$ cat config.mk
export PLATFORM = sky130hd
export DESIGN_NAME = note_scheduler_flat
export DESIGN_NICKNAME = d
export VERILOG_FILES = /design/src/rtl/note_scheduler_if.sv /design/src/rtl/note_scheduler.sv /design/src/flat_wrapper.sv
export SDC_FILE = /design/constraint.sdc
export NUM_CORES = 1
export LEC_CHECK = 0
export CORE_AREA = 2 2 104 86
export DETAILED_ROUTE_END_ITERATION = 10
export DIE_AREA = 0 0 106 88
export HOLD_SLACK_MARGIN = 0.1
export MAX_ROUTING_LAYER = met4
export SETUP_SLACK_MARGIN = 0.3
export SYNTH_ARGS = -nofsm -noshare
export SYNTH_HDL_FRONTEND = slang
export SYNTH_SLANG_ARGS = --single-unit
$ cat constraint.sdc
create_clock -name iClk -period 7.87 [get_ports iClk]
set_clock_uncertainty 0.2 [all_clocks]
set_input_delay 1.574 -clock iClk [delete_from_list [all_inputs] [get_ports iClk]]
set_output_delay 1.574 -clock iClk [all_outputs]
set_load 0.01 [all_outputs]
$ cat src/rtl/note_scheduler_if.sv
// note_scheduler_if
//   Key-event handshake between the PS/2 key decoder (master) and the note
//   scheduler (slave). An event transfers on a cycle where iKeyValid and
//   oKeyReady are both high.
// Signals
//   iKeyValid  decoder -> scheduler  key event strobe
//   iKeyCode   decoder -> scheduler  decoded key code (KEY_W bits)
//   iKeyBreak  decoder -> scheduler  1 = release, 0 = press
//   oKeyReady  scheduler -> decoder  scheduler accepts an event this cycle
interface note_scheduler_if #(
  parameter int KEY_W = 8
);
  logic             iKeyValid;
  logic [KEY_W-1:0] iKeyCode;
  logic             iKeyBreak;
  logic             oKeyReady;

  modport master (
    output iKeyValid,
    output iKeyCode,
    output iKeyBreak,
    input  oKeyReady
  );

  modport slave (
    input  iKeyValid,
    input  iKeyCode,
    input  iKeyBreak,
    output oKeyReady
  );
endinterface

$ cat src/rtl/note_scheduler.sv
// note_scheduler
//   Shares the single tone generator between simultaneously held piano keys.
//   Held keys live in a last-pressed-on-top stack; the top key is played.
//   A note plays for at least MIN_TICKS time-base ticks, and note changes and
//   note-off only happen on a completed tone period (iCycleDone).
// Ports
//   iClk          system clock, rising edge
//   iReset        asynchronous active-high reset
//   key           key-event handshake (slave side of note_scheduler_if)
//   iTick         1-cycle time-base strobe
//   iCycleDone    1-cycle pulse at the end of each tone period
//   oNote         key code for the frequency LUT, valid while oCountEnable=1
//   oCountEnable  tone divider/counter enable
//   oStackFull    stack holds DEPTH entries
//   oOverflow     sticky: a press evicted the oldest held key
module note_scheduler #(
  parameter int KEY_W     = 8,
  parameter int DEPTH     = 4,
  parameter int MIN_TICKS = 40,
  parameter int STOP_CODE = 99
) (
  input  logic              iClk,
  input  logic              iReset,
  note_scheduler_if.slave   key,
  input  logic              iTick,
  input  logic              iCycleDone,
  output logic [KEY_W-1:0]  oNote,
  output logic              oCountEnable,
  output logic              oStackFull,
  output logic              oOverflow
);

  localparam int                 CNT_W    = $clog2(DEPTH + 1);
  localparam int                 IDX_W    = $clog2(DEPTH);
  localparam logic [CNT_W-1:0]   FULL_CNT = CNT_W'(DEPTH);
  localparam logic [KEY_W-1:0]   STOP_KEY = KEY_W'(STOP_CODE);
  localparam logic [7:0]         MIN_LOAD = 8'(MIN_TICKS);

  typedef enum logic [2:0] {
    S_IDLE,
    S_PLAY,
    S_SWITCH,
    S_WAIT_MIN,
    S_DRAIN
  } state_t;

  // Entry 0 is the oldest key; entry r_count-1 is the top (most recent).
  logic [KEY_W-1:0] r_stack [DEPTH];
  logic [CNT_W-1:0] r_count;
  logic             r_ready;
  logic             r_overflow;
  logic             r_en;
  logic [KEY_W-1:0] r_note;
  logic [7:0]       r_min;
  state_t           r_state;

  logic             w_accept;
  logic             w_empty;
  logic             w_full;
  logic [IDX_W-1:0] w_top_idx;
  logic [KEY_W-1:0] w_top;
  logic             w_hit;
  logic [IDX_W-1:0] w_hit_idx;
  logic [KEY_W-1:0] w_stack_nxt [DEPTH];
  logic [CNT_W-1:0] w_count_nxt;
  logic             w_ovf_set;
  state_t           w_state_nxt;
  logic             w_load;
  logic             w_en_nxt;

  assign w_accept  = key.iKeyValid && r_ready;
  assign w_empty   = (r_count == '0);
  assign w_full    = (r_count == FULL_CNT);
  assign w_top_idx = w_empty ? '0 : IDX_W'(r_count - CNT_W'(1));
  assign w_top     = r_stack[w_top_idx];

  // Codes in the stack are unique, so at most one live entry can match.
  always_comb begin
    w_hit     = 1'b0;
    w_hit_idx = '0;
    for (int unsigned i = 0; i < DEPTH; i++) begin
      if ((CNT_W'(i) < r_count) && (r_stack[i] == key.iKeyCode)) begin
        w_hit     = 1'b1;
        w_hit_idx = IDX_W'(i);
      end
    end
  end

  always_comb begin
    w_stack_nxt = r_stack;
    w_count_nxt = r_count;
    w_ovf_set   = 1'b0;
    if (w_accept) begin
      if (!key.iKeyBreak) begin
        if (key.iKeyCode == STOP_KEY) begin
          w_count_nxt = '0;
        end else if (!w_hit) begin
          if (w_full) begin
            // Evict the oldest entry: everything slides down one slot.
            for (int unsigned i = 0; i < DEPTH - 1; i++)
              w_stack_nxt[i] = r_stack[i+1];
            w_stack_nxt[DEPTH-1] = key.iKeyCode;
            w_ovf_set            = 1'b1;
          end else begin
            w_stack_nxt[IDX_W'(r_count)] = key.iKeyCode;
            w_count_nxt                  = r_count + CNT_W'(1);
          end
        end
      end else if (w_hit) begin
        // Close the gap left by the released key; stale slots above the
        // new count are never read.
        for (int unsigned i = 0; i < DEPTH - 1; i++)
          if (IDX_W'(i) >= w_hit_idx)
            w_stack_nxt[i] = r_stack[i+1];
        w_count_nxt = r_count - CNT_W'(1);
      end
    end
  end

  // Decisions use the stack as registered at the start of the cycle, so an
  // event accepted alongside iCycleDone is only seen at a later period end.
  always_comb begin
    w_state_nxt = r_state;
    w_load      = 1'b0;
    w_en_nxt    = r_en;
    case (r_state)
      S_IDLE: begin
        if (!w_empty) begin
          w_state_nxt = S_PLAY;
          w_load      = 1'b1;
          w_en_nxt    = 1'b1;
        end
      end
      S_PLAY: begin
        if (w_empty)
          w_state_nxt = S_WAIT_MIN;
        else if ((w_top != r_note) && (r_min == '0))
          w_state_nxt = S_SWITCH;
      end
      S_SWITCH: begin
        if (iCycleDone) begin
          if (w_empty) begin
            w_state_nxt = S_DRAIN;
          end else begin
            w_state_nxt = S_PLAY;
            w_load      = 1'b1;
          end
        end
      end
      S_WAIT_MIN: begin
        if (!w_empty)
          w_state_nxt = S_PLAY;
        else if (r_min == '0)
          w_state_nxt = S_DRAIN;
      end
      S_DRAIN: begin
        if (iCycleDone) begin
          w_state_nxt = S_IDLE;
          w_en_nxt    = 1'b0;
        end
      end
      default: begin
        w_state_nxt = S_IDLE;
        w_en_nxt    = 1'b0;
      end
    endcase
  end

  always_ff @(posedge iClk or posedge iReset) begin
    if (iReset) begin
      r_state    <= S_IDLE;
      r_stack    <= '{default: '0};
      r_count    <= '0;
      r_ready    <= 1'b1;
      r_overflow <= 1'b0;
      r_en       <= 1'b0;
      r_note     <= '0;
      r_min      <= '0;
    end else begin
      r_state <= w_state_nxt;
      r_stack <= w_stack_nxt;
      r_count <= w_count_nxt;
      // One idle cycle after every accepted event.
      r_ready <= !w_accept;
      r_en    <= w_en_nxt;
      if (w_ovf_set)
        r_overflow <= 1'b1;
      if (w_load) begin
        r_note <= w_top;
        r_min  <= MIN_LOAD;
      end else if (iTick && (r_min != '0)) begin
        r_min <= r_min - 8'd1;
      end
    end
  end

  assign key.oKeyReady = r_ready;
  assign oNote         = r_note;
  assign oCountEnable  = r_en;
  assign oStackFull    = w_full;
  assign oOverflow     = r_overflow;

endmodule
$ cat src/flat_wrapper.sv
// flat-port wrapper written by rule: the top's interface ports become plain ports
module note_scheduler_flat 
#(
  parameter int KEY_W     = 8,
  parameter int DEPTH     = 4,
  parameter int MIN_TICKS = 40,
  parameter int STOP_CODE = 99
)
  (iClk, iReset, iTick, iCycleDone, oNote, oCountEnable, oStackFull, oOverflow, key_iKeyValid, key_iKeyCode, key_iKeyBreak, key_oKeyReady);
  note_scheduler_if #(.KEY_W(KEY_W)) key_i ();
  input  logic iClk;
  input  logic iReset;
  input  logic iTick;
  input  logic iCycleDone;
  output logic [KEY_W-1:0] oNote;
  output logic oCountEnable;
  output logic oStackFull;
  output logic oOverflow;
  input wire logic [$bits(key_i.iKeyValid)-1:0] key_iKeyValid;
  input wire logic [$bits(key_i.iKeyCode)-1:0] key_iKeyCode;
  input wire logic [$bits(key_i.iKeyBreak)-1:0] key_iKeyBreak;
  output wire logic [$bits(key_i.oKeyReady)-1:0] key_oKeyReady;
  assign key_i.iKeyValid = key_iKeyValid;
  assign key_i.iKeyCode = key_iKeyCode;
  assign key_i.iKeyBreak = key_iKeyBreak;
  assign key_oKeyReady = key_i.oKeyReady;
  note_scheduler #(.KEY_W(KEY_W), .DEPTH(DEPTH), .MIN_TICKS(MIN_TICKS), .STOP_CODE(STOP_CODE)) u_core (.iClk(iClk), .iReset(iReset), .key(key_i), .iTick(iTick), .iCycleDone(iCycleDone), .oNote(oNote), .oCountEnable(oCountEnable), .oStackFull(oStackFull), .oOverflow(oOverflow));
endmodule
== After elaboration in Yosys (flattened, before gate mapping) ==
Cells that the tools add are included.
Word-level totals
  bits in registers: 57
  input port bits: 14
Cells by class
  multiplexer cells: 49
  add/sub/neg operators: 3
  equality and inequality tests: 24
  reduce and logical (&&, ||, !) cells: 22
  order comparisons: 10
  bitwise gates (word level): 6
Operator list (count)
  32-bit 2-to-1 mux: 3
  8-bit 2-to-1 mux: 8
  24-bit 2-to-1 mux: 2
  3-bit 2-to-1 mux: 13
  32-bit bitwise mux: 1
  8-bit equality test: 4
  5-bit AND reduction: 4
  8-bit binary-select mux with 2-bit select: 1
  8-bit demux with 2-bit select: 1
  3-bit case mux with 5 select lines: 1
  1-bit 2-to-1 mux: 14
  2-bit != test (second input constant): 5
  8-bit by 7-bit equality test with 1-bit output (second input constant): 1
  1-bit logical AND: 8
  8-bit logical NOT: 1
  2-bit by 1-bit != test with 1-bit output (second input constant): 4
  8-bit != test: 1
  4-bit AND reduction: 2
  8-bit nonzero test: 1
  8-bit by 1-bit subtractor with 8-bit output (second input constant): 1
  3-bit by 2-bit equality test with 1-bit output (second input constant): 2
  3-bit equality test (second input constant): 2
  3-bit greater-or-equal comparator (second input constant): 2
  3-bit logical NOT: 2
  19 further kinds: 30

== Depth between registers and ports, before layout ==
Gate-level depths: netlist of the first run.
  depth after elaboration: 11
  gate-level depth with buffers: 12
  depth with buffers taken out: 9

== Worst setup path after synthesis of the first run ==
OpenSTA, ideal clock, no wires.
  kind: input -> register
  from: input key_iKeyCode[2]
  to: register u_core.r_stack[10] (netlist bit)
  buffers on the path: 1
  path slack: 4.092 ns
  setup time: 0.125 ns
  data arrival time: 3.454 ns
  stages on the path: 8
  cells stage by stage: buf_4 > xor2_1 > or3_1 > nor4_2 > nor3_1 > mux2_4 > nor3_4 > mux2_2
On the way
  longest elaborated chain between the ends: 8
  elaborated cells between the ends (all ways): 27
  those cells by class: 1 x order compare; 9 x eq/ne; 12 x mux; 5 x reduce/logical
RTL lines
  start, declared: line flat_wrapper.sv:20  | input wire logic [$bits(key_i.iKeyCode)-1:0] key_iKeyCode;
  8-bit equality test: line note_scheduler.sv:82  | if ((CNT_W'(i) < r_count) && (r_stack[i] == key.iKeyCode)) begin
  1-bit logical AND: line note_scheduler.sv:82
  1-bit 2-to-1 mux: line note_scheduler.sv:82
  2-bit 2-to-1 mux or 1-bit 2-to-1 mux (tied branches) (2 in a row): line note_scheduler.sv:82
  2-bit greater-or-equal comparator or 1-bit 2-to-1 mux (tied branches): line note_scheduler.sv:113, note_scheduler.sv:82
  2-bit by 1-bit != test with 1-bit output (no line) or 2-bit != test (tied branches)
  5-bit AND reduction (no line)
  end signal, assigned: line note_scheduler.sv:181  | r_stack <= w_stack_nxt;
  end, declared: line note_scheduler.sv:48  | logic [KEY_W-1:0] r_stack [DEPTH];
Parallel ways exist; a longest one is shown, timed or not. The select of a mux whose other input is x is not followed.
A chain may end at the register's enable or synchronous reset.

== Final worst setup path of the first run ==
  from: register u_core.r_count[0]
  to: output oStackFull
On the way
  longest elaborated chain between the ends: 1
RTL lines
  start, declared: line note_scheduler.sv:49  | logic [CNT_W-1:0] r_count;
  start signal, assigned: line note_scheduler.sv:182  | r_count <= w_count_nxt;
  3-bit equality test: line note_scheduler.sv:73  | assign w_full = (r_count == FULL_CNT);
  end, declared: line flat_wrapper.sv:17  | output logic oStackFull;
Every way passes these cells.

==> impl_metrics.yaml, run 1 <==
clock_tree:
  clockRootBuffer: "sky130_fd_sc_hd__clkbuf_8"
  hold_buffers: 0
  clkSlewWorstSetupHoldPaths_ns: 0.07
  postCtsResizedCells: 0
  numCtsBuffers: 9
  post_cts_buffers: 0
  clock_tree.htree_level_count: 3
  ctsLongestPathBuffers: 2
  insertion_delay_ns: 0.34
  cts_sinks: 57
  tritoncts_clock_tree: "done"
die:
  initial_standard_cell_utilization_of_the_core: 0.457
  floorplan.core_area_um2: 8300
  floorplan.die_area_um2: 9330
  number_of_i_o_pins: 26
  num_rows: 30
  floorplan.die.height_um: 88
  die_x_um: 106
global_route:
  gr-usage-met1: 0.313
  number_of_antenna_violations_at_the_first_check_in_global_routing: 0
  grt_util_all_layers: 0.224
  overflow: 0
  grt_most_used_layer: "met2"
  first_global_vias: 2865
  met2_usage: 0.319
  pin_count_of_the_biggest_net_entering_global_routing: 58
  met3_usage: 0.0625
  grt_pass1_wl_um: 15500
timing:
  setup_ws_ns: 2.80
  rsz0062_at_grt: "false"
  transition_time_of_the_tightest_slew_check_pin_ns: 1.24
  report.final.setup_viol: 0
  part_of_the_cycle_the_worst_path_needs: 0.644
  timing_max_transition_violations_final: 0
  setup-tns-final_ns: 0
  period_minus_slack_ns: 5.07
  achievable-frequency_mhz: 197
  finalHoldViolations: 0
  max-slew-margin-rel: 0.164
detailed_routing:
  vias_per_cell: 5.87
  route.detailed.drc: 0
  drt-initial-drc-count: 253
  detail_route.wirelength_um: 9220
  detail_route.first_pass.iterations: 5
  drtAntennaViolNets: 0
  detailroute.via_count: 2987
  wl_per_cell_um: 18.1
hold_path:
  number_of_instances_on_the_worst_hold_path: 1
  hp-start: "u_core.oOverflow"
  worstHoldPathType: "flop to flop"
placed_design:
  routabilityCongestion: 0.866
  dp_hpwl_um: 6400
  post_place_worst_slack_ns: 2.81
  placement.io_buffers: 25
power:
  cellPowerDensity_nw_per_um2: 402
  totalPowerFinal_mw: 1.73
  p_leak_nw: 1.67
  worst_ir_drop_vdd_uv: 175
job:
  cap_violations: 0
setup_path:
  path_class: "flop to output pin"
  endpoint_kind: "output pin"
  timing.critical_path.fanout_max: 21
  slowest_delay_ns: 0.83
  start_kind: "flop"
  chain_of_cells_forming_the_critical_path: "clkinv_1 -> ha_1 -> nand2_1 -> inv_1 -> clkdlybuf4s50_1"
  startpoint: "u_core.r_count[0]"
  crit_family: "buffers and inverters"
  worst_ep_arrival_time_ns: 3.30
  critPathSlowestCell: "sky130_fd_sc_hd__dfrtp_1"
  path_depth: 5
  crit_required_ns: 6.10
  origin_of_the_critical_flop_to_flop_path: "u_core.r_count[0]"
  worstRegToRegCells: 10
  path_buf_inv: 3
yosys:
  asr_flop_ratio_synth: 1.00
  yosysUniqueCellTypes: 57
  synth-main-ff-cell: "sky130_fd_sc_hd__dfrtp_1"
  synth.ff_latch_count: 57
  synth.top_cells.by_count: "sky130_fd_sc_hd__dfrtp_1, sky130_fd_sc_hd__xnor2_1, sky130_fd_sc_hd__mux2_2, sky130_fd_sc_hd__nor2_1"
  synth_largest_area_cell: "sky130_fd_sc_hd__dfrtp_1"
  netlist_area_um2: 3790
  synth_edf_count: 0
  synth_nets: 399
  postSynthCellCount: 378
  ys.warnings.count: 0
  synth-seq-area-share: 0.376
  yosysMostFrequentCell: "sky130_fd_sc_hd__dfrtp_1"
  synth_top_area_frac: 0.370
  synth.avg_cell_area_um2: 10.0
  synthTopCellsByArea: "sky130_fd_sc_hd__dfrtp_1, sky130_fd_sc_hd__mux2_2, sky130_fd_sc_hd__xnor2_1"
layout:
  flow.area_growth_from_synthesis_pct: 13.4
  n_antenna_cell: 0
  finalNetCount: 413
  final_layout_size_suffix_gt1_frac: 0.156
outcome:
  status: "completed"
## through the flow
step,hold WS [ns],util,instances,cell area [um^2]
2_1_floorplan,0.302,-,378,3790
3_3_place_gp,0.263,0.490,493,4070
3_5_place_dp,0.269,0.490,493,4070
4_1_cts,0.288,0.518,509,4300
5_1_grt,0.296,0.518,509,4300
6_report,0.280,0.518,509,4300
## power breakdown
part / switching, mW / internal (mW)
Combinational: 0.400 / 0.397
Clock: 0.127 / 0.196
Sequential: 0.182 / 0.429
Total: 0.709 / 1.02
## cell families (layout without fill, tap and decap cells)
logic type | count (synthesis) | in the layout | synth area share
buf+inv | 35 | 54 | 0.0468
simple gates | 120 | 120 | 0.185
flops | 57 | 57 | 0.376
fa+ha+maj | 7 | 7 | 0.0231
compound gates | 75 | 75 | 0.150
mux | 38 | 38 | 0.112
xor+xnor | 46 | 46 | 0.106
## worst register-to-register path, cell delays in order (launching register included)
cell and delay, ns:
sky130_fd_sc_hd__dfrtp_1 0.83, sky130_fd_sc_hd__clkinv_1 0.79, sky130_fd_sc_hd__ha_1 0.56, sky130_fd_sc_hd__mux2i_1 0.14, sky130_fd_sc_hd__buf_4 0.22, sky130_fd_sc_hd__a211oi_1 0.39, sky130_fd_sc_hd__a31oi_1 0.17, sky130_fd_sc_hd__xnor2_1 0.17
sky130_fd_sc_hd__nand4_1 0.13, sky130_fd_sc_hd__nor2_1 0.07, sky130_fd_sc_hd__o41a_1 0.36
## final timing paths
kind                                      endpoint  slack [ns]
worst max-delay path                    oStackFull        2.80
min in group asynchronous        u_core.r_stack[1]        1.55
worst min-delay path              u_core.oOverflow        0.28
worst max register to register   u_core.r_state[0]        3.72
max in group asynchronous       u_core.r_stack[24]        5.42
worst min register to register    u_core.oOverflow        0.28
## per-layer routing
| metal | share of wire | vias up |
|---|---|---|
| met4 | 0.0077 | 0 |
| met2 | 0.44 | 97 |
| met3 | 0.060 | 6 |
| li1 | - | 1423 |
| met1 | 0.50 | 1461 |
| met5 | 0 | - |
## layout make-up
class	instances	area [um^2]
Timing Repair Buffer	29	280
Inverter	9	33.8
Clock inverter	4	75.1
Sequential cell	57	1430
Clock buffer	12	155
Tap cell	112	140
Fill cell	772	4000
Multi-Input combinational cell	286	2190
## layout by cell type (no fill, tap or decap), types with 2 or more instances in the layout
cell / instances
sky130_fd_sc_hd__a221o_1: 8
sky130_fd_sc_hd__a21oi_1: 6
sky130_fd_sc_hd__bufinv_16: 2
sky130_fd_sc_hd__clkdlybuf4s50_1: 25
sky130_fd_sc_hd__inv_1: 7
sky130_fd_sc_hd__nand2_1: 17
sky130_fd_sc_hd__nand3_1: 11
sky130_fd_sc_hd__or4_1: 2
sky130_fd_sc_hd__clkbuf_8: 11
sky130_fd_sc_hd__nor3_1: 7
sky130_fd_sc_hd__nor4_2: 2
sky130_fd_sc_hd__nor4_1: 4
sky130_fd_sc_hd__nand4_1: 16
sky130_fd_sc_hd__a31oi_1: 17
sky130_fd_sc_hd__clkinvlp_4: 2
sky130_fd_sc_hd__xnor2_1: 30
sky130_fd_sc_hd__a211oi_1: 8
sky130_fd_sc_hd__mux2_1: 3
sky130_fd_sc_hd__xor2_1: 16
sky130_fd_sc_hd__o21ai_0: 14
sky130_fd_sc_hd__mux2i_1: 5
sky130_fd_sc_hd__ha_1: 7
sky130_fd_sc_hd__nor2b_1: 2
sky130_fd_sc_hd__a32o_1: 8
sky130_fd_sc_hd__nor2_1: 21
sky130_fd_sc_hd__o21bai_1: 3
sky130_fd_sc_hd__and2_1: 16
sky130_fd_sc_hd__dfrtp_1: 56
sky130_fd_sc_hd__mux2_2: 29
sky130_fd_sc_hd__buf_4: 4
sky130_fd_sc_hd__nand2b_1: 5
sky130_fd_sc_hd__or3_1: 5
## sequential cells by signal, indices dropped and copies added (netlist names)
signal	count
u_core.key.oKeyReady	1
u_core.r_stack	32
u_core.r_count	3
u_core.oCountEnable	1
u_core.oOverflow	1
u_core.r_state	3
u_core.oNote	8
u_core.r_min	8
No activity file was read; power rests on OpenSTA's default activity.
==> run 2, diff against run 1 <==
PLACE_DENSITY = 0.67   (was default)
clock period = 4.4 ns   (was 7.87 ns; I/O delays follow)
==> run 2 against run 1 <==
  * Cell count is 1.4% higher
  * Design area shrank 0.35%
  * Register-to-register slack worse by 3.0 ns
  * Sequential power grew 80%
  * Via count up 1.3%
  * Count of clock-buffer cells in the layout decreased by 2
  * Die area did not move
  * Non-clock buffer count rose by 7
  * Worst setup slack got worse by 2.1 ns
  * Flip-flop and latch count did not move
  * Clock power grew 31%
  * Critical path depth up 3
==> impl_metrics.yaml, run 2 (synthesis results as in run 1) <==
outcome:
  status: "completed"
power:
  cellPowerDensity_nw_per_um2: 694
  p_leak_nw: 1.68
  worst_ir_drop_vdd_uv: 241
clock_tree:
  postCtsResizedCells: 0
  clockRootBuffer: "sky130_fd_sc_hd__clkbuf_8"
  ctsLongestPathBuffers: 2
  numCtsBuffers: 9
  hold_buffers: 0
  insertion_delay_ns: 0.35
  post_cts_buffers: 0
  cts_sinks: 57
  clock_tree.htree_level_count: 3
  clkSlewWorstSetupHoldPaths_ns: 0.07
  tritoncts_clock_tree: "done"
timing:
  timing_max_transition_violations_final: 0
  finalHoldViolations: 0
  rsz0062_at_grt: "false"
  max-slew-margin-rel: 0.459
  final_hold_slack_ns: 0.323
  setup-tns-final_ns: 0
  period_minus_slack_ns: 3.68
  report.final.setup_viol: 0
  achievable-frequency_mhz: 272
  part_of_the_cycle_the_worst_path_needs: 0.835
  transition_time_of_the_tightest_slew_check_pin_ns: 0.810
detailed_routing:
  drt-initial-drc-count: 215
  detailroute.via_count: 3026
  wl_per_cell_um: 18.4
  drtAntennaViolNets: 0
  detail_route.wirelength_um: 9490
  detail_route.first_pass.iterations: 5
  vias_per_cell: 5.86
  route.detailed.drc: 0
hold_path:
  timing.hold.worst_endpoint: "u_core.oOverflow"
  hp-start: "u_core.oOverflow"
  worstHoldPathType: "flop to flop"
  number_of_instances_on_the_worst_hold_path: 1
die:
  floorplan.die_area_um2: 9330
  num_rows: 30
  die_x_um: 106
  number_of_i_o_pins: 26
  initial_standard_cell_utilization_of_the_core: 0.457
  floorplan.core_area_um2: 8300
  floorplan.die.height_um: 88
global_route:
  number_of_antenna_violations_at_the_first_check_in_global_routing: 0
  overflow: 0
  pin_count_of_the_biggest_net_entering_global_routing: 39
  first_global_vias: 2854
  grt_pass1_wl_um: 15500
  grt_util_all_layers: 0.225
setup_path:
  timing.reg2reg.setup_slack_ns: 0.77
  endpoint_kind: "flop"
  start_kind: "primary input"
  timing.critical_path.fanout_max: 10
  origin_of_the_critical_flop_to_flop_path: "u_core.r_count[0]"
  worst_ep_arrival_time_ns: 3.71
  crit_required_ns: 4.43
  path_class: "primary input to flop"
  timing.rr.end: "u_core.r_state[0]"
  worstRegToRegCells: 10
layout:
  most_frequent_cells_in_the_layout: "sky130_fd_sc_hd__dfrtp_1, sky130_fd_sc_hd__xnor2_1, sky130_fd_sc_hd__mux2_2"
  seqCellArea_um2: 1430
  flow.area_growth_from_synthesis_pct: 13.0
  regMostFlops: "u_core.r_stack"
  n_antenna_cell: 0
  multi_input_comb_area_um2: 2190
  final_layout_size_suffix_gt1_frac: 0.171
  finalNetCount: 420
  layout_commonest_cell: "sky130_fd_sc_hd__dfrtp_1"
  filler_cell_count: 798
  largest_register_ffs: 32
placed_design:
  dp_hpwl_um: 6710
  placement.io_buffers: 25
  routabilityCongestion: 0.854
job:
  cap_violations: 0
-- run 2: changes by cell type in the layout (fill, tap and decap cells not counted), sizes merged --
cell    delta
clkbuf     -2
clkinv     +4
buf        +7
bufinv     -2
-- run 2: worst max path at each step --
stage,end,startpoint,slack (ns)
floorplan,u_core.r_state[0],u_core.r_count[0],1.26
global placement,u_core.r_stack[0],key_iKeyCode[5],0.39
detailed placement,u_core.r_stack[5],key_iKeyCode[1],0.37
CTS,u_core.r_stack[5],key_iKeyCode[1],0.74
global route,u_core.r_stack[19],key_iKeyCode[3],0.49
finish,u_core.r_stack[5],key_iKeyCode[1],0.72
-- run 2: report_power, final --
part	switching (mW)	internal [mW]	total, mW	leakage, nW
clock	0.222	0.200	0.422	0.0818
sequential	0.331	0.767	1.10	0.700
combinational	0.727	0.726	1.45	0.899
total	1.28	1.69	2.97	1.68
-- run 2: cell type report --
| type | count | area share |
|---|---|---|
| well taps | 112 | 0.0327 |
| clock inverters | 6 | 0.00818 |
| multi-input cells | 286 | 0.511 |
| inverters | 9 | 0.00789 |
| clock buffers | 10 | 0.0298 |
| repair buffers | 36 | 0.0777 |
| flip-flops and latches | 57 | 0.333 |
-- run 2: per-stage QoR --
step,power (mW),std cells,util,area [um^2],setup WS (ns)
global placement,2.51,500,0.497,4120,0.385
global route,3.19,516,0.516,4280,0.491
detailed placement,2.54,500,0.497,4120,0.374
floorplan,2.09,378,-,3790,1.26
finish,2.97,516,0.516,4280,0.724
CTS,2.97,516,0.516,4280,0.738
-- run 2: critical path, stage by stage --
cell	delay, ns
sky130_fd_sc_hd__clkdlybuf4s50_1	0.66
sky130_fd_sc_hd__xnor2_1	0.24
sky130_fd_sc_hd__nand4_1	0.17
sky130_fd_sc_hd__nor4_2	0.09
sky130_fd_sc_hd__or4_1	0.76
sky130_fd_sc_hd__nor2_8	0.30
sky130_fd_sc_hd__o2111ai_4	0.26
sky130_fd_sc_hd__mux2_2	0.34
-- run 2: per-layer routing --
| metal | part of all wire | GRT usage | vias to the layer above | wire, um |
|---|---|---|---|---|
| met4 | 0.018 | 0.0778 | 0 | 172 |
| li1 | - | - | 1429 | - |
| met2 | 0.44 | 0.319 | 93 | 4160 |
| met3 | 0.065 | 0.0484 | 16 | 616 |
| met1 | 0.48 | 0.318 | 1488 | 4550 |
| met5 | 0 | - | - | 0 |
